==> config.mk <==
export PLATFORM = sky130hd
export DESIGN_NAME = battery_fan_scheduler
export DESIGN_NICKNAME = d
export VERILOG_FILES = /design/src/rtl/battery_fan_scheduler_pkg.sv /design/src/rtl/battery_fan_scheduler_tick_gen.sv /design/src/rtl/battery_fan_scheduler.sv
export SDC_FILE = /design/constraint.sdc
export NUM_CORES = 1
export LEC_CHECK = 0
export BUFFER_PORTS_ARGS = -buffer_cell sky130_fd_sc_hd__buf_2
export CORE_UTILIZATION = 39
export DETAILED_ROUTE_END_ITERATION = 8
export PLACE_DENSITY_LB_ADDON = 0.25
export SETUP_SLACK_MARGIN = 0.02
export SYNTH_ARGS = -nofsm -noshare
export SYNTH_HDL_FRONTEND = slang
export SYNTH_SLANG_ARGS = --single-unit
==> constraint.sdc <==
create_clock -name clk -period 4.5 [get_ports clk]
set_clock_uncertainty 0.15 [all_clocks]
set_input_delay 0.225 -clock clk [delete_from_list [all_inputs] [get_ports clk]]
set_output_delay 0.225 -clock clk [all_outputs]
set_load 0.02 [all_outputs]
==> src/rtl/battery_fan_scheduler_pkg.sv <==
// Shared definitions for the battery/fan scheduler and its consumers (LED controller, PWM stage).
// Holds the state encodings, gear codes, level defaults and saturating arithmetic helpers.
package battery_fan_scheduler_pkg;

    typedef enum logic [1:0] {
        ST_NORMAL   = 2'd0,
        ST_CHARGE   = 2'd1,
        ST_DEPLETED = 2'd2
    } sched_state_e;

    localparam logic [1:0] GEAR_OFF = 2'd0;
    localparam logic [1:0] GEAR_1   = 2'd1;
    localparam logic [1:0] GEAR_2   = 2'd2;
    localparam logic [1:0] GEAR_3   = 2'd3;

    localparam int unsigned BATT_MAX_DEF  = 99;
    localparam int unsigned LOW_LEVEL_DEF = 25;

    function automatic logic [7:0] sat_sub(input logic [7:0] a, input logic [7:0] b);
        return (a > b) ? (a - b) : 8'd0;
    endfunction

    function automatic logic [7:0] sat_add(input logic [7:0] a, input logic [7:0] b,
                                           input logic [7:0] lim);
        logic [8:0] sum;
        sum = {1'b0, a} + {1'b0, b};
        return (sum > {1'b0, lim}) ? lim : sum[7:0];
    endfunction

endpackage

==> src/rtl/battery_fan_scheduler_tick_gen.sv <==
// Free-running divider producing a one-cycle scheduler tick every TICK_DIV clocks.
// Only reset clears the counter; scheduler state changes never restart it.
module tick_gen
    import battery_fan_scheduler_pkg::*;
#(
    parameter int unsigned TICK_DIV = 1000
) (
    input  logic clk,
    input  logic rst_n,
    output logic tick
);

    localparam int unsigned CW = (TICK_DIV > 1) ? $clog2(TICK_DIV) : 1;
    localparam logic [CW-1:0] LAST = CW'(TICK_DIV - 1);

    logic [CW-1:0] cnt_q;

    always_ff @(posedge clk or negedge rst_n) begin
        if (!rst_n) begin
            cnt_q <= '0;
        end else if (cnt_q == LAST) begin
            cnt_q <= '0;
        end else begin
            cnt_q <= cnt_q + CW'(1);
        end
    end

    assign tick = (cnt_q == LAST);

endmodule

==> src/rtl/battery_fan_scheduler.sv <==
// Battery-level owner and fan-gear arbiter: drains on tick in NORMAL, charges in CHARGE,
// and forces the fan off in DEPLETED until the key is released at a safe level (rearm).
module battery_fan_scheduler
    import battery_fan_scheduler_pkg::*;
#(
    parameter int unsigned TICK_DIV     = 1000,
    parameter int unsigned BATT_MAX     = BATT_MAX_DEF,
    parameter int unsigned BATT_INIT    = 99,
    parameter int unsigned CHARGE_STEP  = 2,
    parameter int unsigned LOW_LEVEL    = LOW_LEVEL_DEF,
    parameter int unsigned RESUME_LEVEL = 10
) (
    input  logic       clk,
    input  logic       rst_n,
    input  logic [1:0] fan_req,
    input  logic       charger_in,
    output logic [7:0] battery,
    output logic       charging,
    output logic [1:0] fan_state,
    output logic       low_batt,
    output logic       full,
    output logic       depleted
);

    localparam logic [7:0] MAX8    = 8'(BATT_MAX);
    localparam logic [7:0] INIT8   = 8'(BATT_INIT);
    localparam logic [7:0] STEP8   = 8'(CHARGE_STEP);
    localparam logic [7:0] LOW8    = 8'(LOW_LEVEL);
    localparam logic [7:0] RESUME8 = 8'(RESUME_LEVEL);

    logic         tick;
    sched_state_e state_q, state_d;
    logic [7:0]   battery_q, battery_d;
    logic [1:0]   fan_q, fan_d;
    logic         rearm_q, rearm_d;
    logic         charging_q, depleted_q, low_q, full_q;

    tick_gen #(.TICK_DIV(TICK_DIV)) u_tick_gen (
        .clk  (clk),
        .rst_n(rst_n),
        .tick (tick)
    );

    always_comb begin
        state_d   = state_q;
        battery_d = battery_q;
        fan_d     = fan_req;
        rearm_d   = rearm_q;

        // Tick arithmetic follows the current state even when a transition happens this cycle
        case (state_q)
            ST_NORMAL: begin
                if (tick) battery_d = sat_sub(battery_q, {6'd0, fan_q});
                if (charger_in)            state_d = ST_CHARGE;
                else if (battery_d == '0)  state_d = ST_DEPLETED;
            end
            ST_CHARGE: begin
                if (tick) battery_d = sat_add(battery_q, STEP8, MAX8);
                if (!charger_in) state_d = (battery_d != '0) ? ST_NORMAL : ST_DEPLETED;
            end
            ST_DEPLETED: begin
                battery_d = '0;
                if (charger_in) state_d = ST_CHARGE;
            end
            default: state_d = ST_NORMAL;
        endcase

        if (state_d == ST_DEPLETED) begin
            fan_d   = GEAR_OFF;
            rearm_d = 1'b1;
        end else if (rearm_q) begin
            fan_d = GEAR_OFF;
            if (fan_req == GEAR_OFF && battery_q >= RESUME8) rearm_d = 1'b0;
        end
    end

    always_ff @(posedge clk or negedge rst_n) begin
        if (!rst_n) begin
            state_q    <= ST_NORMAL;
            battery_q  <= INIT8;
            fan_q      <= GEAR_OFF;
            rearm_q    <= 1'b0;
            charging_q <= 1'b0;
            depleted_q <= 1'b0;
            low_q      <= (INIT8 <= LOW8);
            full_q     <= (INIT8 == MAX8);
        end else begin
            state_q    <= state_d;
            battery_q  <= battery_d;
            fan_q      <= fan_d;
            rearm_q    <= rearm_d;
            charging_q <= (state_d == ST_CHARGE);
            depleted_q <= (state_d == ST_DEPLETED);
            low_q      <= (battery_d <= LOW8);
            full_q     <= (battery_d == MAX8);
        end
    end

    assign battery   = battery_q;
    assign charging  = charging_q;
    assign fan_state = fan_q;
    assign low_batt  = low_q;
    assign full      = full_q;
    assign depleted  = depleted_q;

endmodule

; ---- Word-level counts from Yosys, hierarchy flattened
; Index checks and enable logic that the tools add are counted.
[totals]
elab_cells = 46
out_inout_bits = 14
in_bits = 5
regBits = 27
[classes]
n_mux = 19
magnitude_cmp = 4
n_addsub = 3
n_reduce_logical = 5
n_eq_ne = 6
[ops]
columns = cell, n
row1 = $mux 8, 6
row2 = $pmux 8 s3, 1
row3 = $mux 2, 7
row4 = $add 10x1->10 const B, 1
row5 = $eq 10x10->1 const B, 1
row6 = $mux 10, 1
row7 = $add 8x2->9 const B, 1
row8 = $gt 9x7->1 const B, 1
row9 = $eq 8x7->1 const B, 1
row10 = $ge 8x4->1 const B, 1
row11 = $gt 8x2->1, 1
row12 = $le 8x5->1 const B, 1
row13 = $logic_not 8->1, 1
row14 = $reduce_bool 8->1, 1
row15 = $sub 8x2->8, 1
row16 = $pmux 2 s3, 1
row17 = $eq 2x1->1 const B, 2
row18 = $eq 2x2->1 const B, 2
row19 = $logic_not 2->1, 2
row20 = $mux 1, 3
row21 = $logic_and 1x1->1, 1

; ---- Longest topological paths before layout
; Gate-level depths: netlist of the first run.
[logic_depth]
ltp_word = 11
depth_mapped = 11
ltp_nobuf = 10

; ---- Modules after synthesis
; Synthesis of the first run repeated with hierarchy kept, for this count alone.
[hier_totals]
hier_cells = 231
hier_area_um2 = 1980.6
[modules_own_cells]
columns = module, instances, cells_per_inst, area_per_inst_um2
row1 = battery_fan_scheduler, 1, 188, 1497.7
row2 = tick_gen, 1, 43, 483.0

; ---- Worst setup path before layout of the first run
; Ideal clock, no wire load.
[synth_path]
kind = register to register
from = register battery_q[1], in the netlist battery[1]
to = register low_q, in the netlist low_batt
setup_slack_ns = 1.566
path_stages_with_launch = 9
arrival_time_ns = 2.672
setup_time_ns = 0.111
cell_sequence = dfstp_2 -> buf_2 -> inv_1 -> ha_1 -> or4_4 -> a31oi_4 -> a41oi_2 -> nand2b_4 -> a2111oi_2
[synth_via]
elab_chain_len = 7
elab_cells_between_ends = 12
[synth_lines]
columns = item, line
row1 = from (decl), battery_fan_scheduler.sv:33  ; logic [7:0] battery_q, battery_d;
row2 = from (signal assigned), battery_fan_scheduler.sv:89  ; battery_q <= battery_d;
row3 = $add 8x2->9, battery_fan_scheduler_pkg.sv:26  ; sum = {1'b0, a} + {1'b0, b};
row4 = $gt 9x7->1, battery_fan_scheduler_pkg.sv:27  ; return (sum > {1'b0, lim}) ? lim : sum[7:0];
row5 = $mux 8, battery_fan_scheduler_pkg.sv:27
row6 = $mux 8, battery_fan_scheduler.sv:58  ; if (tick) battery_d = sat_add(battery_q, STEP8, MAX8);
row7 = $mux 8, battery_fan_scheduler.sv:51  ; case (state_q)
row8 = $pmux 8 s3 (*), battery_fan_scheduler.sv:51
row9 = named net battery_d[1], battery_fan_scheduler.sv:33
row10 = $le 8x5->1 (*), battery_fan_scheduler.sv:94  ; low_q <= (battery_d <= LOW8);
row11 = to (signal assigned), battery_fan_scheduler.sv:85  ; low_q <= (INIT8 <= LOW8);
row12 = to (signal assigned), battery_fan_scheduler.sv:94
row13 = to (decl), battery_fan_scheduler.sv:36  ; logic charging_q, depleted_q, low_q, full_q;
; The timed path passes the listed nets; every way through them passes the cells marked *. The select of a mux whose other input is x is not followed.

; ---- Worst setup path in the final report of the first run
[layout_path]
from = register battery_q[2], in the netlist battery[2]
to = register low_q, in the netlist low_batt
; Same word-level chain as after synthesis.

==> reports/qor.csv, run 1 <==
stage,metric,value,unit
outcome,outcome,"finished, final reports clean",
logic_synthesis,syn_avg_cell_area,8.80,um^2
logic_synthesis,synthDistinctLibCells,71,
placement,numPortBuffers,18,
logic_synthesis,yosysWarnings,0,
pwr,finalPower,560,uW
sta,grt_setup_unrepaired,false,
placement,gp_congestion,0.943,
route,wl_per_cell,17.5,um
finish,nets,258,
cts,cts_tree,done,
finish,diodes,0,
critical_path,startpoint,battery[2]$_DFF_PN0_,
route,vias_per_cell,6.09,
cts,cts-root-buf,clkbuf_8,
sta,setup_viol,0,
cts,htreeDepth,1,
pwr,p_per_area,249,mW/mm^2
logic_synthesis,ys_ff_latch,27,
logic_synthesis,ys_async_sr_fraction,100,%
critical_path,required,4.52,ns
route,drt_iter0_markers,189,
logic_synthesis,synth_area,0.00210,mm^2
critical_path,cp_max_fo,18,
critical_path,start_kind,register,
sta,fin_tns_setup,0,ns
finish,drive_gt1_share,17.9,%
global_route,grt_antenna_before_repair,0,
sta,slew_headroom,57.9,%
logic_synthesis,synthFlopType,dfrtp_1,
logic_synthesis,syn_nets,250,
cts,cts_made_buffers,3,
critical_path,path_cells,ha_1 > nand3_1 > or4_4 > a31oi_4 > a41oi_2 > nand2b_4 > a2111oi_2,
sta,worstMarginPinSlew,0.631,ns
die,die_h,75.4,um
critical_path,arrival,3.26,ns
placement,dpl.hpwl,3.98,mm
global_route,grt_overflow,0,
route,routed_wl,5.52,mm
sta,fmax,0.309,GHz
cts,cts_buffer_depth,2,
finish,nFillCells,548,
global_route,grt_pass1_wl,8.97,mm
cts,cts_sinks,27,
logic_synthesis,ys_seq_area_share,32.4,%
critical_path,slowest_delay,0.73,ns
hold_path,min_path_type,primary input to register,
global_route,grt_usage,21.1,%
critical_path,crit_buf_inv,0,
critical_path,crit-reg2reg-launch,battery[2]$_DFF_PN0_,
sta,hold_viol_final,0,
route,drcViolationCount,0,
pwr,peakVddDrop,0.145,mV
route,drtPass1Iterations,4,
critical_path,critPathSlowestCell,dfrtp_1,
cts,clk_pin_slew,0.09,ns
global_route,grt_pass1_vias,1781,
pwr,leakagePower,0.000897,uW
critical_path,endpoint_kind,register,
die,core,0.00514,mm^2
critical_path,worstSetupPathType,register to register,
die,die_w,75.4,um
die,ios,19,
logic_synthesis,synth_edf_count,0,
logic_synthesis,synthCells,239,
flow_run,maxCapViolCount,0,
finish,area_delta_synth_final,7.02,%
cts,clk_latency,0.28,ns
route,vias,1923,
hold_path,min-delay-start,fan_req[0],
critical_path,cp_top_family,simple AND/OR/NAND/NOR gates,
die,design.die.area,0.00569,mm^2
route,drtAntennaViolNets,0,
sta,period_needed,3.24,ns
die,initial_core_util,40.9,%
sta,slew_violations,0,
die,rows,26,
global_route,grt_max_degree,28,
sta,post-route-period-util,72.0,%
-- where the power goes --
part / internal [uW] / switching (uW) / total (uW)
Combinational: 44.6 / 81.4 / 126
Sequential: 254 / 41.4 / 296
Clock: 63.6 / 74.4 / 138
Total: 362 / 197 / 560
-- metrics by stage --
step	util [%]	worst slack, ns	hold slack, ns	cell area, um^2	cells
after global placement	42.7	1.32	0.129	2200	311
after detailed placement	42.7	1.30	0.132	2200	311
after global routing	43.8	1.01	0.0743	2250	316
final	43.8	1.26	0.0655	2250	316
after floorplan	-	1.57	-0.221	2100	239
after CTS	43.8	1.27	0.0708	2250	316
-- logic make-up (layout without fill, tap and decap cells) --
kind of cell	Yosys count	in the layout	share of synthesized area (%)
buffers and inverters	28	35	6.19
AO/OA/AOI/OAI	61	61	23.5
multiplexers	4	4	2.08
AND/OR/NAND/NOR	105	105	28.6
flip-flops	27	27	32.4
XOR/XNOR	8	8	3.33
adder cells (fa/ha/maj)	6	6	3.93
-- registers in the layout, indices dropped and copies added (netlist names) --
name and cells:
rearm_q 1, battery 8, depleted 1, full 1, state_q 2, low_batt 1, fan_state 2, u_tick_gen.cnt_q 10
charging 1
-- cell usage in the layout (no fill, tap or decap), types with 5 or more instances in the layout --
cell type / instances
a21oi_1: 7
o211ai_1: 6
buf_2: 18
ha_1: 5
dfstp_2: 5
inv_1: 12
nor2_1: 26
nor3_1: 6
o21ai_0: 9
nand2_1: 17
dfrtp_1: 22
nand3_1: 17
-- cells in the mapped netlist (3+ instances only) --
cell       instances  area (um^2)
nor2_1            26         97.6
dfrtp_1           22          551
nand2_1           17         63.8
nand3_1           17         85.1
inv_1             12         45.0
o21ai_0            9         45.0
buf_2              8         40.0
a21oi_1            7         35.0
nor3_1             6         30.0
o211ai_1           6         45.0
dfstp_2            5          131
ha_1               5         62.6
a21o_1             4         30.0
and3_1             4         25.0
clkbuf_1           4         15.0
nor2b_1            4         25.0
xnor2_1            4         35.0
xor2_1             4         35.0
a31oi_1            3         18.8
a41oi_1            3         26.3
and2_1             3         18.8
mux2_2             3         33.8
nor3b_1            3         22.5
nor4_1             3         18.8
o2111ai_1          3         26.3
-- layer usage --
metal  global-route usage (%)  share of wire [%]  routed length [um]  vias to the layer above
met2                     28.9                 42                2330                       86
met1                     32.1                 47                2620                      914
li1                         -                  -                   -                      904
met3                     2.65                6.7                 370                       19
met5                        0                  0                   0                        -
met4                     10.9                3.5                 192                        0
-- final timing paths --
check                                                     end  slack (ns)  cells past startpoint
worst max-delay path                       low_batt$_DFF_PN0_        1.26                      7
worst min-delay path                   fan_state[0]$_DFF_PN0_        0.07                      2
worst max register to register             low_batt$_DFF_PN0_        1.26                      7
worst min register to register  u_tick_gen.cnt_q[0]$_DFF_PN0_        0.33                      1
max in group asynchronous       u_tick_gen.cnt_q[8]$_DFF_PN0_        3.47                      2
min in group asynchronous                battery[4]$_DFF_PN0_        0.34                      2
-- area by class of cell --
type | count | area, um^2 | share of cell area [%]
Timing Repair Buffer | 19 | 100 | 4.45
Inverter | 12 | 45.0 | 2.00
Multi-Input combinational cell | 184 | 1290 | 57.4
Clock buffer | 4 | 45.0 | 2.00
Tap cell | 70 | 87.6 | 3.89
Sequential cell | 27 | 682 | 30.3
-- repair_timing --
item                                    CTS  global route
endpoints found under the hold margin    22             0
endpoints found under the setup margin    0             0
setup buffers                             0             0
hold buffers                              1             0
resized for setup                         0             0
Note: power is estimated with default switching activity, not from simulation.
==> run 2, diff against run 1 <==
clock period = 2.7 ns   (was 4.5 ns; I/O delays follow)
==> reports/qor.csv, run 2 (same netlist as run 1, synthesis figures left out) <==
stage,metric,value,unit,change
placement,gp_congestion,0.954,,+1.3%
sta,period_needed,2.73,ns,-0.504 ns
placement,place_area,0.00254,mm^2,+16%
cts,clk_pin_slew,0.09,ns,about the same
sta,slew_headroom,59.7,%,+1.7 points
finish,final_cell_mix,"43 x buf_4, 26 x nor2_1, 21 x dfrtp_1",,
sta,setup_viol,1,,+1
pwr,power_frac_comb,29.0,%,+6.5 points
sta,worstMarginPinSlew,0.605,ns,-0.0262 ns
critical_path,worstSetupPathType,register to register,,
placement,pre_cts_ws,-0.101,ns,-1.40 ns
die,rows,26,,unchanged
die,initial_core_util,40.9,%,unchanged
cts,cts_buffer_depth,2,,unchanged
global_route,grt_usage,22.9,%,+1.8 points
flow_run,maxCapViolCount,0,,unchanged
sta,fmax,0.366,GHz,+18%
finish,largest_register_ffs,10,,unchanged
finish,top_register,u_tick_gen.cnt_q,,
sta,post-route-period-util,101,%,+29 points
pwr,leakagePower,0.00118,uW,+31%
critical_path,cp_max_fo,5,,-13
pwr,peakVddDrop,0.269,mV,+86%
sta,hold_viol_final,0,,unchanged
sta,slew_violations,0,,unchanged
route,drt_iter0_markers,195,,+3.2%
cts,clk_latency,0.28,ns,about the same
global_route,gr-usage-met3,3.04,%,+0.40 points
pwr,p_int,652,uW,+80%
route,drtPass1Iterations,4,,unchanged
critical_path,arrival,2.76,ns,-0.50 ns
finish,nets,308,,+19%
route,vias,2145,,+12%
cts,cts_sinks,27,,unchanged
finish,final_common_cell,buf_4,,
hold_path,min_path_type,primary input to register,,
cts,cts-root-buf,clkbuf_8,,
outcome,violations,setup timing,,
die,design.die.area,0.00569,mm^2,unchanged
pwr,finalPower,1020,uW,+82%
finish,area_delta_synth_final,35.0,%,
route,drcViolationCount,0,,unchanged
sta,grt_setup_unrepaired,true,,
global_route,grt_pass1_wl,9.65,mm,+7.5%
pwr,p_per_area,359,mW/mm^2,+44%
cts,cts_made_buffers,3,,unchanged
pwr,p_seq_share,47.8,%,-5.0 points
global_route,grt_max_degree,28,,unchanged
die,die_w,75.4,um,unchanged
global_route,busiest_layer,met2,,
placement,numPortBuffers,18,,unchanged
global_route,grt_overflow,0,,unchanged
route,wl_per_cell,17.2,um,-1.4%
die,die_h,75.4,um,unchanged
pwr,clkPwrFrac,23.2,%,-1.5 points
route,routed_wl,6.30,mm,+14%
outcome,outcome,"complete, but fails checks",,
pwr,swShare,36.0,%,+0.77 points
finish,fin_area,0.00284,mm^2,+26%
sta,fin_ws,-0.0343,ns,-1.30 ns
global_route,met2_usage,34.9,%,+6.1 points
finish,drive_gt1_share,39.2,%,+21 points
critical_path,required,2.73,ns,-1.79 ns
placement,dpl.hpwl,4.65,mm,+17%
route,vias_per_cell,5.86,,-3.7%
finish,diodes,0,,unchanged
pwr,p_switching,367,uW,+86%
global_route,gr-usage-met1,33.4,%,+1.2 points
die,ios,19,,unchanged
cts,cts_tree,done,,
route,drtAntennaViolNets,0,,unchanged
die,core,0.00514,mm^2,unchanged
global_route,grt_pass1_vias,1912,,+7.4%
cts,htreeDepth,1,,unchanged
critical_path,start_kind,register,,
global_route,grt_antenna_before_repair,0,,unchanged
critical_path,endpoint_kind,register,,
finish,fin_util,55.3,%,+11 points
==> run 2: cell types whose count changed in the layout (fill, tap and decap cells not counted), moves of 2 or more <==
cell / before / now
inv_1: 12 / 10
nor3_2: 0 / 2
nor4_1: 3 / 1
ha_1: 5 / 2
o2111ai_1: 3 / 1
buf_6: 0 / 4
nor3b_1: 3 / 1
dlygate4sd3_1: 1 / 3
buf_4: 0 / 43
nor4_2: 0 / 2
nor3_1: 6 / 4
and3_4: 0 / 2
ha_4: 0 / 3
==> run 2: final timing paths <==
path	startpoint	endpoint	slack, ns	cells past startpoint
max in group asynchronous	rst_n	battery[2]$_DFF_PN0_	1.73	2
min in group asynchronous	rst_n	battery[4]$_DFF_PN0_	0.25	2
hold reg to reg	u_tick_gen.cnt_q[0]$_DFF_PN0_	u_tick_gen.cnt_q[0]$_DFF_PN0_	0.33	1
setup reg to reg	battery[1]$_DFF_PN1_	low_batt$_DFF_PN0_	-0.03	10
setup / recovery	battery[1]$_DFF_PN1_	low_batt$_DFF_PN0_	-0.03	10
hold / removal	charger_in	state_q[0]$_DFF_PN0_	0.03	2
==> run 2: timing repair <==
item	CTS	global route
hold buffers	3	0
endpoints found under the setup margin	5	7
setup buffers	0	9
gates resized for setup	2	29
pin swaps	1	10
endpoints found under the hold margin	25	0
==> run 2: layer usage <==
layer,part of all wire [%],routed length (um)
met5,0,0
met4,2.1,135
met3,6.4,405
met2,46,2890
met1,46,2870
==> run 2: per-stage QoR <==
step,TNS [ns],instances,hold slack [ns]
floorplan,-0.0126,239,-0.311
global route,-0.252,366,0.0303
CTS,-0.144,357,0.0153
global placement,-0.0843,350,0.0336
finish,-0.0343,366,0.0318
detailed placement,-0.147,350,0.0415
==> run 2: area by class of cell <==
cell class	count	area, um^2
clock buffer	4	45.0
sequential	27	683
timing repair buffer	69	508
inverter	12	50.0
fill	502	2300
tap	70	87.6
multi-input combinational	184	1470
==> run 2: critical path, stage by stage, from the launching register on <==
cell and delay (ns):
dfstp_2 0.62, buf_12 0.13, buf_6 0.10, nand2_2 0.06
buf_6 0.12, or4_4 0.54, a31oi_4 0.28, buf_6 0.16
a211oi_4 0.06, buf_4 0.15, a2111oi_4 0.26
==> run 2: power groups by stage <==
stage	Combinational [uW]	Sequential, uW	Clock, uW
finish	295	488	237
global route	323	492	258
CTS	267	480	244
detailed placement	264	486	0
global placement	263	490	0
floorplan	182	461	0
==> run 3, diff against run 2 <==
CORE_ASPECT_RATIO = 2   (was unset)
==> reports/qor.csv, run 3 (same netlist as run 1, synthesis figures left out) <==
stage,metric,value,unit,change
outcome,outcome,"complete, but fails checks",,
outcome,violations,setup timing,,
die,ios,19,,unchanged
global_route,grt_pass1_wl,10.8,mm,+12%
global_route,grt_antenna_before_repair,0,,unchanged
route,vias_per_cell,6.04,,+3.1%
finish,drive_gt1_share,41.2,%,+2.0 points
finish,diodes,0,,unchanged
cts,cts-root-buf,clkbuf_8,,
finish,nFillCells,491,,-2.2%
critical_path,endpoint_kind,register,,
sta,worstMarginPinSlew,0.593,ns,-0.0115 ns
route,vias,2212,,+3.1%
critical_path,cp_top_family,simple AND/OR/NAND/NOR gates,,
sta,fin_ws,-0.0967,ns,-0.0624 ns
hold_path,min_path_type,primary input to register,,
route,drtAntennaViolNets,0,,unchanged
pwr,peakVddDrop,0.362,mV,+34%
cts,cts_made_buffers,3,,unchanged
pwr,finalPower,1060,uW,+3.9%
finish,nets,320,,+3.9%
route,drtPass1Iterations,4,,unchanged
placement,gp_congestion,1.03,,+7.7%
global_route,grt_pass1_vias,2220,,+16%
die,initial_core_util,40.6,%,-0.36 points
cts,cts_buffer_depth,2,,unchanged
sta,fmax,0.358,GHz,-2.2%
route,routed_wl,6.87,mm,+9.1%
placement,numPortBuffers,18,,unchanged
global_route,grt_usage,26.3,%,+3.4 points
cts,cts_tree,done,,
critical_path,critPathSlowestCell,dfstp_2,,
sta,post-route-period-util,104,%,+2.3 points
cts,clk_pin_slew,0.09,ns,about the same
cts,cts_sinks,27,,unchanged
route,drcViolationCount,0,,unchanged
die,die_w,53.9,um,-29%
critical_path,crit_buf_inv,3,,-2
critical_path,cp_max_fo,4,,-1
critical_path,arrival,2.83,ns,+0.07 ns
global_route,grt_overflow,0,,unchanged
cts,clk_latency,0.28,ns,about the same
sta,fin_tns_setup,-0.205,ns,-0.171 ns
finish,largest_register_ffs,10,,unchanged
sta,setup_viol,5,,+4
die,core,0.00518,mm^2,+0.88%
pwr,leakagePower,0.00123,uW,+4.8%
finish,final_cell_mix,"54 x buf_4, 26 x nor2_1, 21 x dfrtp_1",,
critical_path,worstSetupPathType,register to register,,
sta,grt_setup_unrepaired,true,,
global_route,grt_max_degree,28,,unchanged
sta,slew_violations,0,,unchanged
die,die_h,106,um,+40%
cts,htreeDepth,1,,unchanged
placement,dpl.hpwl,5.28,mm,+14%
critical_path,required,2.73,ns,about the same
sta,hold_viol_final,0,,unchanged
critical_path,path_cells,buf_12 > inv_6 > ha_4 > and3_4 > or4_4 > a31oi_4 > a41oi_4 > buf_6 > nand2b_4 > a2111oi_4,,
finish,final_common_cell,buf_4,,
finish,top_register,u_tick_gen.cnt_q,,
finish,area_delta_synth_final,39.3,%,
sta,period_needed,2.80,ns,+0.0624 ns
sta,slew_headroom,60.4,%,+0.76 points
route,drt_iter0_markers,68,,-65%
route,wl_per_cell,18.8,um,+9.1%
die,rows,37,,+42%
die,design.die.area,0.00571,mm^2,+0.31%
critical_path,slowest_delay,0.61,ns,about the same
pwr,p_per_area,362,mW/mm^2,+0.76%
critical_path,start_kind,register,,
flow_run,maxCapViolCount,0,,unchanged
-- run 3: timing repair --
action | 4_1_cts | 5_1_grt
resized for setup | 9 | 20
endpoints found under the hold margin | 24 | 0
endpoints found under the setup margin | 5 | 8
buffers inserted | 5 | 5
hold buffers | 3 | 0
pin swaps | 9 | 15
-- run 3: final cells by class --
cell class | instances | area (um^2) | area share, %
multi-input cells | 184 | 1470 | 50.1
clock inverters | 1 | 5.00 | 0.171
repair buffers | 81 | 611 | 20.8
inverters | 12 | 50.0 | 1.71
well taps | 58 | 72.6 | 2.48
clock buffers | 3 | 41.3 | 1.41
flip-flops and latches | 27 | 683 | 23.3
-- run 3: worst paths after layout --
path | start | to | slack (ns) | cells past startpoint
worst max-delay path | battery[1]$_DFF_PN1_ | low_batt$_DFF_PN0_ | -0.1 | 10
worst min-delay path | charger_in | state_q[0]$_DFF_PN0_ | 0.03 | 2
worst max register to register | battery[1]$_DFF_PN1_ | low_batt$_DFF_PN0_ | -0.1 | 10
worst min register to register | rearm_q$_DFF_PN0_ | fan_state[1]$_DFF_PN0_ | 0.34 | 1
max in group asynchronous | rst_n | battery[2]$_DFF_PN0_ | 1.75 | 2
min in group asynchronous | rst_n | u_tick_gen.cnt_q[9]$_DFF_PN0_ | 0.23 | 2
-- run 3: through the flow --
stage                     hold slack [ns]  instance area (um^2)  cells  utilization (%)  worst slack [ns]
after floorplan                    -0.311                  2160    239                -           -0.0104
final                              0.0273                  2930    366             56.5           -0.0967
after detailed placement           0.0270                  2620    349             50.5            -0.202
after CTS                          0.0238                  2770    361             53.4           -0.0639
after global placement             0.0139                  2620    349             50.5            -0.170
after global routing               0.0161                  2930    366             56.5            -0.135
-- run 3: metal layers --
layer	GRT usage, %	share of wire (%)
met5	0	0
met4	16.9	5.4
met3	1.88	3.3
met2	44.8	56
met1	29.3	36
-- run 3: where the power goes --
part	leakage [uW]	switching [uW]	total (uW)	internal, uW
clock network	0.0000255	126	230	104
registers	0.000324	55.3	479	424
logic	0.000883	196	350	155
